File: config.mk
export PLATFORM = sky130hd
export DESIGN_NAME = reg_file
export DESIGN_NICKNAME = d
export VERILOG_FILES = /design/src/rtl/reg_file.sv
export SDC_FILE = /design/constraint.sdc
export NUM_CORES = 2
export LEC_CHECK = 0
export CELL_PAD_IN_SITES_DETAIL_PLACEMENT = 0
export CELL_PAD_IN_SITES_GLOBAL_PLACEMENT = 1
export CORE_AREA = 2 2 339 307
export DETAILED_ROUTE_END_ITERATION = 8
export DIE_AREA = 0 0 341 309
export PLACE_DENSITY_LB_ADDON = 0.1
export SKIP_CTS_REPAIR_TIMING = 1
export SLEW_MARGIN = 20
export SYNTH_ARGS = -nofsm -noshare
export SYNTH_HDL_FRONTEND = slang
export SYNTH_SLANG_ARGS = --single-unit
File: constraint.sdc
create_clock -name clk -period 3.5 [get_ports clk]
set_clock_uncertainty 0.1 [all_clocks]
set_input_delay 0.7 -clock clk [delete_from_list [all_inputs] [get_ports clk]]
set_output_delay 0.7 -clock clk [all_outputs]
set_load 0.05 [all_outputs]
File: src/rtl/reg_file.sv
`default_nettype none
// ============================================================================
// Module   : reg_file
// Purpose  : 32-entry x 32-bit register file. It has two combinational read
//            ports and one synchronous write port. Register 0 always reads
//            as zero. An asynchronous active-low reset clears every entry.
// Ports    : clk          - sole clock; writes happen on its rising edge
//            rst_n        - asynchronous active-low reset, clears the array
//            readReg1Addr - index driven onto reg1Data
//            readReg2Addr - index driven onto reg2Data
//            writeRegAddr - index written when regWrite=1
//            regWrite     - write enable, active high
//            writeData    - data stored at writeRegAddr
//            reg1Data     - contents of register readReg1Addr
//            reg2Data     - contents of register readReg2Addr
// Revision : 1.0 - initial release
// ============================================================================
module reg_file (
    input  logic        clk,
    input  logic        rst_n,
    input  logic [4:0]  readReg1Addr,
    input  logic [4:0]  readReg2Addr,
    input  logic [4:0]  writeRegAddr,
    input  logic        regWrite,
    input  logic [31:0] writeData,
    output logic [31:0] reg1Data,
    output logic [31:0] reg2Data
);

    localparam int c_DEPTH = 32;

    logic [31:0] regs_q [c_DEPTH];
    logic [31:0] regs_d [c_DEPTH];

    // Next-state array. Entry 0 is pinned to zero so that a write to
    // address 0 is dropped rather than stored.
    always_comb begin
        regs_d = regs_q;
        if (regWrite && (writeRegAddr != 5'd0)) begin
            regs_d[writeRegAddr] = writeData;
        end
        regs_d[0] = 32'd0;
    end

    always_ff @(posedge clk or negedge rst_n) begin
        if (!rst_n) begin
            for (int i = 0; i < c_DEPTH; i++) begin
                regs_q[i] <= 32'd0;
            end
        end else begin
            regs_q <= regs_d;
        end
    end

    // The read ports come straight from the stored array, with no bypass
    // from the write port. A read of the register being written shows the
    // old value until the writing edge. The explicit zero for address 0
    // keeps the read path independent of entry 0's flops.
    assign reg1Data = (readReg1Addr == 5'd0) ? 32'd0 : regs_q[readReg1Addr];
    assign reg2Data = (readReg2Addr == 5'd0) ? 32'd0 : regs_q[readReg2Addr];

endmodule
`default_nettype wire

After elaboration in Yosys (flattened, before gate mapping)
Cells that the tools add are included.
{"block": "word_totals", "register_bits": 992, "inputBits": 50, "out_inout_bits": 64, "wordCells": 54}
{"block": "op_classes", "n_lt_le_gt_ge": 4, "n_mux": 11, "n_bitwise": 3, "n_reduce_logical": 5}
{"op": "1024-bit bitwise mux", "count": 1}
{"op": "32-bit binary-select mux with 5-bit select", "count": 2}
{"op": "32-bit 2-to-1 mux", "count": 7}
{"op": "32-bit demux with 5-bit select", "count": 1}
{"op": "6-bit greater-or-equal comparator, second input constant", "count": 3}
{"op": "5-bit inverter with 6-bit output", "count": 3}
{"op": "5-bit zero test", "count": 2}
{"op": "6-bit by 1-bit less-than comparator with 1-bit output, second input constant", "count": 1}
{"op": "5-bit nonzero test", "count": 1}
{"op": "1-bit logical AND", "count": 2}

Depth between registers and ports, before layout
{"block": "logic_depth", "word_depth": 6, "mapped_depth": 9, "ltp_nobuf": 5}

Worst setup path before layout
Ideal clock, no wire load.
{"block": "synth_timing", "path_type": "input to output", "startpoint": "input readReg1Addr[0]", "endpoint": "output reg1Data[11]", "arrival_time_ns": 2.904, "required_ns": 2.700, "setup_slack_ns": -0.204, "cell_stages": 8, "path_buffers": 4, "path_cell_list": "buf_4 -> buf_4 -> buf_2 -> clkbuf_1 -> nor2_1 -> a21oi_1 -> a21oi_1 -> o21ai_0"}
{"block": "synth_between", "elab_chain_len": 5, "word_cells_on_any_way": 6, "cone_classes": "mux: 4; bitwise: 1; reduce/logical: 1"}
{"element": "start: declaration", "line_no": "21", "source": "input logic [4:0] readReg1Addr,"}
{"element": "5-bit inverter with 6-bit output (not written as such)", "line_no": "59", "source": "assign reg1Data = (readReg1Addr == 5'd0) ? 32'd0 : regs_q[readReg1Addr];"}
{"element": "32-bit binary-select mux with 5-bit select", "line_no": "59"}
{"element": "32-bit 2-to-1 mux (not written as such) (2 in series)", "line_no": "59"}
{"element": "32-bit 2-to-1 mux (*)", "line_no": "59"}
{"element": "end: declaration", "line_no": "26", "source": "output logic [31:0] reg1Data,"}
Every way passes the cells marked *; elsewhere a longest branch is shown, timed or not. The select of a mux whose other input is x is not followed.

Final worst setup path
{"block": "layout_timing", "startpoint": "input readReg2Addr[0]", "endpoint": "output reg2Data[28]"}
{"block": "layout_between", "elab_chain_len": 5, "word_cells_on_any_way": 6, "cone_classes": "mux: 4; bitwise: 1; reduce/logical: 1"}
{"element": "start: declaration", "line_no": "22", "source": "input logic [4:0] readReg2Addr,"}
{"element": "5-bit inverter with 6-bit output (not written as such)", "line_no": "60", "source": "assign reg2Data = (readReg2Addr == 5'd0) ? 32'd0 : regs_q[readReg2Addr];"}
{"element": "32-bit binary-select mux with 5-bit select", "line_no": "60"}
{"element": "32-bit 2-to-1 mux (not written as such) (2 in series)", "line_no": "60"}
{"element": "32-bit 2-to-1 mux (*)", "line_no": "60"}
{"element": "end: declaration", "line_no": "27", "source": "output logic [31:0] reg2Data"}
Marks and branches as above.

==> summary.txt <==
GRT
  – Largest net degree at the start of global routing: 80
  – Vias in the first global route: 38,030
  – Initial antenna violation count: 9
  – Gr ovfl total: 0
  – First-pass GRT wire length: 266,800 um
  – All-layer global routing usage: 34.72%

Synthesis
  – Gate Count Post-Synth: 3,763
  – Post-synth EDFFs: 0
  – Post-synth top flop: dfrtp_1
  – Post-Syn Nets: 3,813
  – Seq/Total Area, Yosys: 46.33%
  – Yosys reg bits: 992
  – Syn Area/Cell: 14.24 um^2
  – Largest area contributor in the netlist: dfrtp_1
  – Largest cells by area after synthesis: dfrtp_1, mux2_2, mux4_2
  – Fraction of registers with async set/reset: 100.0%
  – Mapped Area: 0.05358 mm^2
  – Top-area cell type share of the netlist area: 46.33%
  – Yosys warns: 0
  – Cell variety after synth: 47

Worst setup path
  – Worst Setup End Kind: output port
  – Crit. Startpoint: readReg2Addr[0]
  – Critical path arrival: 2710 ps
  – WS Path Type: primary input to output port
  – Worst endpoint required time: 2700 ps
  – CP max FO: 15
  – CP Launch Type: primary input
  – Source of the worst register-to-register timing path: regs_q[468]

Finish
  – Final Core Density: 61.97%
  – Fill count: 7,613
  – Largest reg by FF count: regs_q
  – Final nets: 3,974
  – Layout area overhead: 17.42%
  – Cell area after layout: 0.06292 mm^2
  – Largest regs: regs_q: 992 flops
  – Largest register FFs: 992
  – Share of layout cells above drive strength 1: 52.50%

STA
  – Max-slew headroom: 24.93%
  – WHS: 424.7 ps
  – Final slew viol count: 0
  – Hold Fails Final Rpt: 0
  – Period utilisation layout: 100.2%
  – Fmax: 0.2852 GHz
  – Tmin final: 3507 ps
  – Final setup fails: 1
  – Worst-Margin Slew: 1122 ps
  – Setup TNS Final: -6.908 ps
  – Worst setup margin: -6.908 ps

Route
  – Drc violations: 0
  – Detailed Routing Iterations Pass 1: 6
  – Antenna Nets Post-Route: 0
  – Routed WL per cell: 33.92 um
  – Initial DRC Count: 3,563
  – Final WL: 181,800 um
  – Via-per-instance ratio: 6.785
  – Via Count: 36,370

Power and ir drop
  – Max VDD drop: 387.0 uV
  – Power Density: 568.0 mW/mm^2
  – Clk network pwr share: 32.3%
  – P_int: 25.41 mW
  – Logic pwr share: 24.3%
  – Total power: 35.74 mW
  – Pleak: 27.43 nW
  – Switch share: 28.89%
  – Sw power: 10.32 mW
  – Seq pwr share: 43.3%

Placed design
  – DP Area: 0.05909 mm^2
  – DP Wirelength: 114,300 um
  – IO Port Bufs: 113
  – Gpl congestion: 0.8703

Floorplanning
  – Die outline area: 0.1054 mm^2
  – Die Width: 341 um
  – # rows: 111
  – Top Ports: 114
  – Initial core utilization: 52.78%
  – Die H: 309 um
  – Core area: 0.1015 mm^2

Clock tree
  – Root Buffer: clkbuf_16
  – CTS tree: done
  – Cts bufs inserted: 107
  – Clk_lat worst skew: 710 ps
  – H-tree Lvls: 3
  – Clock buffer depth: 3
  – Number of clock sinks: 992
  – Worst-path clk slew: 60 ps

Min path
  – Worst hold path class: flop to flop
  – Hold Startpoint: regs_q[650]

Job
  – Max Cap Viol: 0

Run status
  – Failing checks: negative setup slack
  – Status: finished, violations left
metal layers:
| layer | share of wire, % | vias up | GRT usage, % |
|---|---|---|---|
| met5 | 0.028 | - | 0 |
| met4 | 3.3 | 8 | 11.25 |
| met3 | 8.4 | 372 | 7.842 |
| met2 | 46 | 1637 | 53.15 |
| met1 | 42 | 19690 | 49.50 |
| li1 | - | 14660 | - |
layout make-up:
type	instances	area, um^2	share of cell area (%)
clock buffers	158	3182	5.057
flip-flops and latches	992	24820	39.45
well taps	1356	1697	2.697
inverters	5	21.27	0.03381
multi-input cells	2369	27130	43.12
clock inverters	27	322.8	0.5131
repair buffers	449	5733	9.112
diodes	4	10.01	0.01591
power by group through the flow:
stage          clock, mW  combinational [mW]  sequential [mW]
2_1_floorplan          0                5.90             14.9
3_3_place_gp           0                8.37             15.3
3_5_place_dp           0                8.59             15.6
4_1_cts             11.7                8.63             15.4
5_1_grt             12.2                9.22             15.7
6_report            11.6                8.70             15.5
cell usage in the layout (no fill, tap or decap), drive strengths merged, types with 3 or more instances in the layout:
cell	n
o211ai	44
clkbuf	162
bufinv	7
nand2	195
clkdlybuf4s50	32
nand2b	3
o32a	18
mux4	400
nor2b	57
mux2	1065
nor3b	4
a22oi	14
clkinv	16
and3	5
nor2	61
a211o	4
o21ai	41
a31oi	7
nand3b	5
nand3	40
mux2i	177
nor3	35
buf	411
a21oi	109
a221oi	54
inv	7
diode	4
o221ai	18
a22o	3
dfrtp	992
logic make-up (layout without fill, tap and decap cells):
family	after synthesis	in the layout	synth area share, %
multiplexers	1642	1642	42.58
flip-flops	992	992	46.33
AND/OR/NAND/NOR	412	412	3.479
buffers and inverters	402	639	3.619
AO/OA/AOI/OAI	315	315	3.991
other	0	4	0
worst max-delay path: stages:
cell and delay, ps:
buf_16 180, buf_12 190, buf_4 150, mux4_2 530, mux2i_2 340, o211ai_1 200, buf_4 210, buf_12 150
worst paths after layout:
check	end	slack, ps	depth (start not counted)
worst max-delay path	reg2Data[28]	-7	8
worst min-delay path	regs_q[650]	420	1
worst max register to register	regs_q[468]	2570	1
worst min register to register	regs_q[650]	420	1
max in group asynchronous	regs_q[70]	1660	3
min in group asynchronous	regs_q[5]	540	2
synth_stat cells, types with 2 or more instances:
| master | instances |
|---|---|
| a221oi_1 | 53 |
| and3_1 | 5 |
| mux4_2 | 389 |
| mux4_1 | 11 |
| a22oi_1 | 14 |
| o21ai_0 | 40 |
| mux2i_1 | 177 |
| o221ai_1 | 18 |
| nand3_1 | 40 |
| nand2b_1 | 3 |
| a311oi_1 | 2 |
| buf_8 | 2 |
| nor2b_1 | 57 |
| nand3b_1 | 5 |
| nor2_1 | 61 |
| clkbuf_1 | 176 |
| nand2_1 | 194 |
| mux2_2 | 1064 |
| buf_1 | 64 |
| buf_6 | 7 |
| inv_1 | 4 |
| o211ai_1 | 44 |
| a211o_1 | 4 |
| dfrtp_1 | 992 |
| nor3b_1 | 4 |
| buf_12 | 4 |
| buf_2 | 100 |
| a22o_1 | 3 |
| o32a_1 | 18 |
| nor3_1 | 35 |
| a31oi_1 | 7 |
| a21oi_1 | 108 |
| buf_4 | 44 |
through the flow:
stage / cells / worst slack, ps
after floorplan: 3763 / 133.9
after CTS: 5346 / -188.3
after global routing: 5360 / -15.79
after global placement: 5161 / -195.2
final: 5360 / -6.908
after detailed placement: 5161 / -181.0
(Power assumes the default switching activity.)
